$ cat src/rtl/fetch_ctrl_if.sv
// Fetch-controller bundle: execute redirect, decode handoff and instruction-memory handshake.
// Latency: wiring only, no storage.
// Backpressure: decode holds stall high to keep inst/pc_inc presented; memory paces fetch via imem_done.
//
// Signals (master = fetch_ctrl side):
//   redirect, redirect_pc      execute -> fetch   replace the PC this cycle
//   stall                      decode  -> fetch   presented instruction not accepted
//   imem_req, imem_addr        fetch   -> memory  access in progress / its address
//   imem_rdata, imem_done      memory  -> fetch   instruction word / access complete
//   inst, pc_inc, inst_valid   fetch   -> decode  fetched word, its address + 2, valid
//   halted, err                fetch   -> status  HALT consumed / misaligned fetch trap
interface fetch_ctrl_if;
    logic        redirect;
    logic [15:0] redirect_pc;
    logic        stall;
    logic        imem_req;
    logic [15:0] imem_addr;
    logic [15:0] imem_rdata;
    logic        imem_done;
    logic [15:0] inst;
    logic [15:0] pc_inc;
    logic        inst_valid;
    logic        halted;
    logic        err;

    modport master (
        input  redirect, redirect_pc, stall, imem_rdata, imem_done,
        output imem_req, imem_addr, inst, pc_inc, inst_valid, halted, err
    );

    modport slave (
        output redirect, redirect_pc, stall, imem_rdata, imem_done,
        input  imem_req, imem_addr, inst, pc_inc, inst_valid, halted, err
    );
endinterface

$ cat src/rtl/fetch_ctrl.sv
// Instruction-fetch controller: owns the PC, issues one memory access at a time, hands words to decode.
// Latency: imem_done in cycle N -> inst_valid in N+1; best case one instruction every 2 cycles.
// Backpressure: stall holds the presented slot (no new access); redirects squash in-flight or presented work.
//
// Ports:
//   clk    system clock, all state on the rising edge
//   rst_n  asynchronous active-low reset
//   bus    fetch_ctrl_if.master (redirect/stall inputs, imem handshake, decode outputs, halted/err)
// Parameter RESET_PC: PC loaded on reset.
// Optional macro ALIGN_CHK_EN: an odd fetch address traps (err=1, halted=1) instead of being fetched.
module fetch_ctrl #(
    parameter logic [15:0] RESET_PC = 16'h0000
) (
    input  logic              clk,
    input  logic              rst_n,
    fetch_ctrl_if.master      bus
);

    localparam logic [1:0] ST_IDLE  = 2'd0;
    localparam logic [1:0] ST_FETCH = 2'd1;
    localparam logic [1:0] ST_WAIT  = 2'd2;
    localparam logic [1:0] ST_HALT  = 2'd3;

    // Opcode field value that marks a HALT instruction.
    localparam logic [4:0] OP_HALT = 5'b00000;

    logic [1:0]  r_state;
    logic [15:0] r_pc;
    logic [15:0] r_fetch_addr;
    logic [15:0] r_tgt;
    logic        r_squash;
    logic [15:0] r_inst;
    logic [15:0] r_pc_inc;
    logic        r_inst_valid;
    logic        r_halted;
`ifdef ALIGN_CHK_EN
    logic        r_err;
`endif

    logic [1:0]  w_state;
    logic [15:0] w_pc;
    logic [15:0] w_fetch_addr;
    logic [15:0] w_tgt;
    logic        w_squash;
    logic [15:0] w_inst;
    logic [15:0] w_pc_inc;
    logic        w_inst_valid;
    logic        w_halted;
`ifdef ALIGN_CHK_EN
    logic        w_err;
`endif
    logic        w_enter_fetch;
    logic [15:0] w_fa_plus2;

    // 16-bit add, wraps 16'hFFFE -> 16'h0000.
    assign w_fa_plus2 = r_fetch_addr + 16'd2;

    always_comb begin
        w_state       = r_state;
        w_pc          = r_pc;
        w_fetch_addr  = r_fetch_addr;
        w_tgt         = r_tgt;
        w_squash      = r_squash;
        w_inst        = r_inst;
        w_pc_inc      = r_pc_inc;
        w_inst_valid  = r_inst_valid;
        w_halted      = r_halted;
`ifdef ALIGN_CHK_EN
        w_err         = r_err;
`endif
        // Every path that starts a new memory access raises this so the
        // alignment trap is applied in exactly one place.
        w_enter_fetch = 1'b0;

        case (r_state)
            ST_IDLE: begin
                if (bus.redirect) begin
                    w_pc         = bus.redirect_pc;
                    w_fetch_addr = bus.redirect_pc;
                end else begin
                    w_fetch_addr = r_pc;
                end
                w_enter_fetch = 1'b1;
            end

            ST_FETCH: begin
                if (bus.imem_done) begin
                    if (bus.redirect) begin
                        // Completing word is stale; restart at the new target next cycle.
                        w_pc          = bus.redirect_pc;
                        w_fetch_addr  = bus.redirect_pc;
                        w_squash      = 1'b0;
                        w_enter_fetch = 1'b1;
                    end else if (r_squash) begin
                        // A redirect arrived while this access was in flight.
                        w_pc          = r_tgt;
                        w_fetch_addr  = r_tgt;
                        w_squash      = 1'b0;
                        w_enter_fetch = 1'b1;
                    end else begin
                        w_inst       = bus.imem_rdata;
                        w_pc_inc     = w_fa_plus2;
                        w_pc         = w_fa_plus2;
                        w_inst_valid = 1'b1;
                        w_state      = (bus.imem_rdata[15:11] == OP_HALT) ? ST_HALT : ST_WAIT;
                    end
                end else if (bus.redirect) begin
                    // The access cannot be aborted: remember where to go and
                    // drop its data when it completes. Latest redirect wins.
                    w_tgt    = bus.redirect_pc;
                    w_squash = 1'b1;
                end
            end

            ST_WAIT: begin
                if (bus.redirect) begin
                    w_inst_valid  = 1'b0;
                    w_pc          = bus.redirect_pc;
                    w_fetch_addr  = bus.redirect_pc;
                    w_enter_fetch = 1'b1;
                end else if (!bus.stall) begin
                    w_inst_valid  = 1'b0;
                    w_fetch_addr  = r_pc;
                    w_enter_fetch = 1'b1;
                end
            end

            ST_HALT: begin
                // Once halted, nothing but reset has any effect.
                if (!r_halted) begin
                    if (bus.redirect) begin
                        w_inst_valid  = 1'b0;
                        w_pc          = bus.redirect_pc;
                        w_fetch_addr  = bus.redirect_pc;
                        w_enter_fetch = 1'b1;
                    end else if (r_inst_valid && !bus.stall) begin
                        w_inst_valid = 1'b0;
                        w_halted     = 1'b1;
                    end
                end
            end

            default: begin
                w_state = ST_IDLE;
            end
        endcase

        if (w_enter_fetch) begin
            w_state = ST_FETCH;
`ifdef ALIGN_CHK_EN
            // Trap before FETCH is entered so imem_req never asserts for an odd address.
            if (w_fetch_addr[0]) begin
                w_state  = ST_HALT;
                w_err    = 1'b1;
                w_halted = 1'b1;
            end
`endif
        end
    end

    always_ff @(posedge clk or negedge rst_n) begin
        if (!rst_n) begin
            r_state      <= ST_IDLE;
            r_pc         <= RESET_PC;
            r_fetch_addr <= 16'h0000;
            r_tgt        <= 16'h0000;
            r_squash     <= 1'b0;
            r_inst       <= 16'h0000;
            r_pc_inc     <= 16'h0000;
            r_inst_valid <= 1'b0;
            r_halted     <= 1'b0;
`ifdef ALIGN_CHK_EN
            r_err        <= 1'b0;
`endif
        end else begin
            r_state      <= w_state;
            r_pc         <= w_pc;
            r_fetch_addr <= w_fetch_addr;
            r_tgt        <= w_tgt;
            r_squash     <= w_squash;
            r_inst       <= w_inst;
            r_pc_inc     <= w_pc_inc;
            r_inst_valid <= w_inst_valid;
            r_halted     <= w_halted;
`ifdef ALIGN_CHK_EN
            r_err        <= w_err;
`endif
        end
    end

    // fetch_addr only changes on the cycle an access completes or before
    // one starts, so imem_addr is stable for the whole access.
    assign bus.imem_req   = (r_state == ST_FETCH);
    assign bus.imem_addr  = r_fetch_addr;
    assign bus.inst       = r_inst;
    assign bus.pc_inc     = r_pc_inc;
    assign bus.inst_valid = r_inst_valid;
    assign bus.halted     = r_halted;
`ifdef ALIGN_CHK_EN
    assign bus.err        = r_err;
`else
    assign bus.err        = 1'b0;
`endif

endmodule

$ cat src/flat_wrapper.sv
// flat-port wrapper written by rule: the top's interface ports become plain ports
module fetch_ctrl_flat 
#(
    parameter logic [15:0] RESET_PC = 16'h0000
)
  (clk, rst_n, bus_redirect, bus_redirect_pc, bus_stall, bus_imem_rdata, bus_imem_done, bus_imem_req, bus_imem_addr, bus_inst, bus_pc_inc, bus_inst_valid, bus_halted, bus_err);
  fetch_ctrl_if bus_i ();
  input  logic clk;
  input  logic rst_n;
  input wire logic [$bits(bus_i.redirect)-1:0] bus_redirect;
  input wire logic [$bits(bus_i.redirect_pc)-1:0] bus_redirect_pc;
  input wire logic [$bits(bus_i.stall)-1:0] bus_stall;
  input wire logic [$bits(bus_i.imem_rdata)-1:0] bus_imem_rdata;
  input wire logic [$bits(bus_i.imem_done)-1:0] bus_imem_done;
  output wire logic [$bits(bus_i.imem_req)-1:0] bus_imem_req;
  output wire logic [$bits(bus_i.imem_addr)-1:0] bus_imem_addr;
  output wire logic [$bits(bus_i.inst)-1:0] bus_inst;
  output wire logic [$bits(bus_i.pc_inc)-1:0] bus_pc_inc;
  output wire logic [$bits(bus_i.inst_valid)-1:0] bus_inst_valid;
  output wire logic [$bits(bus_i.halted)-1:0] bus_halted;
  output wire logic [$bits(bus_i.err)-1:0] bus_err;
  assign bus_i.redirect = bus_redirect;
  assign bus_i.redirect_pc = bus_redirect_pc;
  assign bus_i.stall = bus_stall;
  assign bus_i.imem_rdata = bus_imem_rdata;
  assign bus_i.imem_done = bus_imem_done;
  assign bus_imem_req = bus_i.imem_req;
  assign bus_imem_addr = bus_i.imem_addr;
  assign bus_inst = bus_i.inst;
  assign bus_pc_inc = bus_i.pc_inc;
  assign bus_inst_valid = bus_i.inst_valid;
  assign bus_halted = bus_i.halted;
  assign bus_err = bus_i.err;
  fetch_ctrl #(.RESET_PC(RESET_PC)) u_core (.clk(clk), .rst_n(rst_n), .bus(bus_i));
endmodule
$ cat config.mk
export PLATFORM = sky130hd
export DESIGN_NAME = fetch_ctrl_flat
export DESIGN_NICKNAME = d
export VERILOG_FILES = /design/src/rtl/fetch_ctrl_if.sv /design/src/rtl/fetch_ctrl.sv /design/src/flat_wrapper.sv
export SDC_FILE = /design/constraint.sdc
export NUM_CORES = 1
export LEC_CHECK = 0
export ABC_AREA = 0
export CAP_MARGIN = 20
export CELL_PAD_IN_SITES_DETAIL_PLACEMENT = 1
export CELL_PAD_IN_SITES_GLOBAL_PLACEMENT = 1
export CORE_UTILIZATION = 40
export DETAILED_ROUTE_END_ITERATION = 8
export GPL_TIMING_DRIVEN = 0
export MAX_ROUTING_LAYER = met4
export PLACE_DENSITY = 0.91
export SYNTH_ARGS = -nofsm -noshare
export SYNTH_HDL_FRONTEND = slang
export SYNTH_SLANG_ARGS = --single-unit
$ cat constraint.sdc
create_clock -name clk -period 2 [get_ports clk]
set_input_delay 0.2 -clock clk [delete_from_list [all_inputs] [get_ports clk]]
set_output_delay 0.2 -clock clk [all_outputs]
set_load 0.03 [all_outputs]
# == After elaboration in Yosys (flattened, before gate mapping) ==
# Index checks and enable logic that the tools add are counted.
# W data, S select, Z words.
# word_totals
input_bits,37
output_inout_bits,52
mem_count,0
ramBits,0
latchBits,0
register_bits,85
wordCells,84
mem_bits_ro,0
# classes
eq_ne,13
n_lt_le_gt_ge,0
n_div,0
bitwise,3
n_mul,0
n_addsub,1
n_reduce_logical,16
n_mux,42
shifts,0
# ops
op,count
$mux W16,12
$pmux W16 S4,1
$pmux W16 S3,1
$mux W1,21
$add A16 B2 Y16 const B,1
$ne A2 B2 Y1 const B,6
$mux W2,5
$reduce_and A4 Y1,2
$reduce_and A7 Y1,1
$ne A3 B2 Y1 const B,2
$reduce_bool A2 Y1,3
$logic_not A5 Y1,1
$reduce_and A5 Y1,1
$eq A2 B2 Y1 const B,2
$pmux W1 S4,1
$reduce_and A2 Y1,2
$ne A3 B3 Y1 const B,1
$not A1 Y1,3
$pmux W1 S3,1
$reduce_and A3 Y1,1
$reduce_bool A3 Y1,1
$eq A2 B1 Y1 const B,1
$logic_not A2 Y1,1
$ne A2 B1 Y1 const B,1
other kinds (3),3

# == Logic depth before layout (Yosys ltp) ==
# logic_depth
depth_word,7
depth_mapped,7
depth_no_buf,5

# == Worst setup path before layout ==
# No wires, ideal clock.
# synth_timing
path_type,register to register
from,register u_core.r_fetch_addr[1] (netlist: u_core.bus.imem_addr[1])
to,register u_core.r_pc[9]
setup_ns,0.128
period_less_slack_ns,1.865
required_ns,1.872
path_slack_ns,0.135
path_stages_with_launch,6
path_buffers,0
t_arrival_ns,1.736
path_cell_list,dfrtp_1 ha_1 nand3_1 o31a_1 a2111oi_2 o31ai_1
# synth_via
elab_chain_len,5
# synth_rtl
element,line_no,source
from (decl),fetch_ctrl.sv:29,logic [15:0] r_fetch_addr;
from (signal assigned),fetch_ctrl.sv:178,r_fetch_addr <= w_fetch_addr;
$add A16 B2 Y16,fetch_ctrl.sv:56,assign w_fa_plus2 = r_fetch_addr + 16'd2;
$mux W16,fetch_ctrl.sv:94,end else if (r_squash) begin
$mux W16,fetch_ctrl.sv:88,if (bus.redirect) begin
$mux W16,fetch_ctrl.sv:87,if (bus.imem_done) begin
$pmux W16 S3,fetch_ctrl.sv:75,case (r_state)
to (signal assigned),fetch_ctrl.sv:177,r_pc <= w_pc;
to (decl),fetch_ctrl.sv:28,logic [15:0] r_pc;
# Every way passes these cells. The select of a mux whose other input is x is not followed.
# A chain may end at the register's enable or synchronous reset.

# == Final worst setup path ==
# layout_timing
from,register u_core.r_state[1]
to,output bus_imem_req
# layout_via
elab_chain_len,1
# layout_rtl
element,line_no,source
from (decl),fetch_ctrl.sv:27,logic [1:0] r_state;
from (signal assigned),fetch_ctrl.sv:176,r_state <= w_state;
$eq A2 B1 Y1,fetch_ctrl.sv:193,assign bus.imem_req = (r_state == ST_FETCH);
to (decl),flat_wrapper.sv:15,output wire logic [$bits(bus_i.imem_req)-1:0] bus_imem_req;
# Every way passes these cells.

==> metrics <==
nets=606; gp weighted congestion=0.848; CTS Root Cell=clkbuf_16; register area=0.00213 mm2; syn_nets=503; die extent in y=109 um; flops & latches, synth=85; top post-synthesis cells by area=dfrtp_1 (46%), nand2_1 (7.7%), mux2_4 (5.9%); startpoint types=flip-flop; core footprint=0.0110 mm2; vias post-DR=4,263; CP required=1800 ps; routed wire length=16,000 um; Finished Layout Cells=710; Post-Syn Instances=465; final period utilization=96.6%; CP max FO=10; post-synth top area share=46.3%; Rel. slew slack=54.2%; worst reg-to-reg path cell count=7; minimum clock period=1930 ps; cell row count=38; cell taking the most area after synthesis=dfrtp_1; GR Util All Layers=29.4%; Starting DRT DRC Count=291; layout cells sized above 1=17.2%; Max Buffers Root-to-Sink=2; P per Cell Area=1930 mW/mm2; Sum Neg Setup Slack=0 ps; actual slew at the worst max-slew pin=684 ps; Inst Count DP=693; via-per-instance ratio=6.00; final hold vios=0; syn avg cell area=9.88 um2; CTS buffer count=9; Setup Skew=7.45 ps; worst vdd ir=1.06 mV; Max Fclk=518 MHz; DRC=0; CTS H-tree depth=3; register area share after synthesis=46.3%; pre-CTS WS=-441 ps; Fill cells=1,265; gr ovfl total=0; DP HPWL=11,100 um; starting density of the core=41.6%; die width=109 um; Netlist cell types=60; drt wl/cell=22.6 um; commonest register cell after synthesis=dfrtp_1; largest net degree at the start of global routing=52; die area=0.0119 mm2; ANT nets after route=0; asr flop ratio synth=100%; IO Port Bufs=87; vias in the first global route=4,592; Leak Pwr=0.00258 uW; CTS tree=done; Crit Path Category=flip-flop to output port; setup ws final=68.3 ps; n_diodes=0; Setup crit end kind=output port; crit-path cells=buf_4, nor2b_4, buf_6, clkbuf_4, clkdlybuf4s15_2; Mapped Area=0.00459 mm2; first-pass GRT wire length=24,800 um; critical path's slowest cell=dfrtp_1; max-slew violations=0; # setup viols final=0; CTS clk-pin slew, worst paths=60 ps; synth warn=0; multi-input logic area=0.00226 mm2; I/O Pins=89; clk sinks=85; status=complete, no violations; Max stage delay on crit path=380 ps; WP data arrival=1730 ps; worst-skew pair later-pin latency=350 ps; first drt pass iteration count=5; Max Cap Viol=0; number of synthesized flops with an enable pin=0; Min-Delay Path Class=primary input to async pin; initial antenna violation count=0; Area Growth Syn to Fin=30.2%
[flip-flops by register name, summed over array words and instances, names as in the netlist, 2 cells and up]
| name | count |
|---|---|
| u_core.bus.imem_addr | 16 |
| u_core.bus.pc_inc | 16 |
| u_core.bus.inst | 16 |
| u_core.r_state | 2 |
| u_core.r_tgt | 16 |
| u_core.r_pc | 16 |
[where the power goes]
group / switching [uW] / internal [uW]
sequential: 815 / 2580
clock: 679 / 848
combinational: 3760 / 2860
[synthesized netlist by cell type, types with 3 or more instances]
cell type,count
a21o_1,4
dfrtp_1,85
nand2b_1,8
nand2_1,94
a2bb2oi_1,9
mux2_2,14
a21oi_1,23
nand3_1,12
o21ai_0,35
clkbuf_1,15
nor3_1,4
nor2_1,17
a22oi_1,5
inv_1,7
nor2b_1,19
and3_1,5
buf_4,3
buf_2,8
mux2i_1,4
o211ai_1,4
o21a_1,3
mux2_4,18
buf_6,3
xnor2_1,7
a31oi_1,6
a32oi_1,4
o31ai_1,7
[layout by cell type, fill, tap and decap left out, drive strengths merged, types with 5 or more instances in the layout]
| cell | count |
|---|---|
| mux2 | 32 |
| nor3 | 7 |
| xnor2 | 7 |
| buf | 21 |
| clkdlybuf4s50 | 85 |
| clkbuf | 25 |
| nor2b | 20 |
| a22oi | 5 |
| nand2 | 94 |
| nand2b | 9 |
| nand3 | 14 |
| nor2 | 17 |
| a2bb2oi | 9 |
| a21oi | 23 |
| dfrtp | 85 |
| o21ai | 37 |
| and3 | 5 |
| o31ai | 9 |
| inv | 8 |
| a31oi | 7 |
[routing by layer]
layer	GRT usage [%]	part of all wire [%]	vias to the layer above
li1	-	-	1827
met1	34.9	39	2155
met2	47.8	50	225
met3	4.42	7.0	56
met4	16.0	3.9	0
met5	-	0	-
[logic make-up (layout without fill, tap and decap cells)]
kind of cell               count (synthesis)  count (layout)  synth area share [%]
and+or+nand+nor                          181             181                  20.6
AOI/OAI and AO/OA                        114             114                  16.2
DFF                                       85              85                  46.3
buffers and inverters                     39             144                  4.79
muxes                                     36              36                  10.2
xor gates and xnor gates                   8               8                  1.53
adders and majority gates                  1               1                 0.272
other                                      1               1                0.0816
[timing repair]
action / in CTS / in global routing
hold buffers: 1 / 0
cloned: 0 / 0
setup buffers: 2 / 2
pin swaps: 1 / 0
endpoints found under the setup margin: 37 / 31
resized for setup: 7 / 14
hold endpoints to repair: 34 / 0
[final timing paths]
kind	start	end	slack, ps
max reg2reg	u_core.r_state[1]	u_core.bus.imem_addr[9]	70
min	rst_n	u_core.bus.pc_inc[10]	360
max in group asynchronous	rst_n	u_core.bus.imem_addr[1]	980
min in group clk	bus_imem_rdata[5]	u_core.bus.inst[5]	380
min reg2reg	u_core.bus.inst[7]	u_core.bus.inst[7]	480
max	u_core.r_state[1]	bus_imem_req	70
[worst max-delay path: cells and delay by family (launching register included)]
kind / cells / cell delay (ps)
and+or+nand+nor: 1 / 120
DFF: 1 / 380
buffers and inverters: 4 / 880
[per-stage QoR]
step           hold slack, ps  power, uW  utilization [%]  area, um2
2_1_floorplan           -95.6       7380                -       4590
3_3_place_gp              460       9380             51.1       5640
3_5_place_dp              195       9780             51.3       5660
4_1_cts                   372      11400             54.0       5950
5_1_grt                   393      12100             54.2       5980
6_report                  357      11500             54.2       5980
[cell type report]
class / instances / share of cell area [%]
Multi-Input combinational cell: 341 / 37.8
Timing Repair Buffer: 93 / 15.7
Buffer: 30 / 3.26
Sequential cell: 85 / 35.6
Clock inverter: 3 / 0.251
Clock buffer: 10 / 4.00
Inverter: 8 / 0.544
Tap cell: 140 / 2.93
Power figures use the tool's default switching activity.
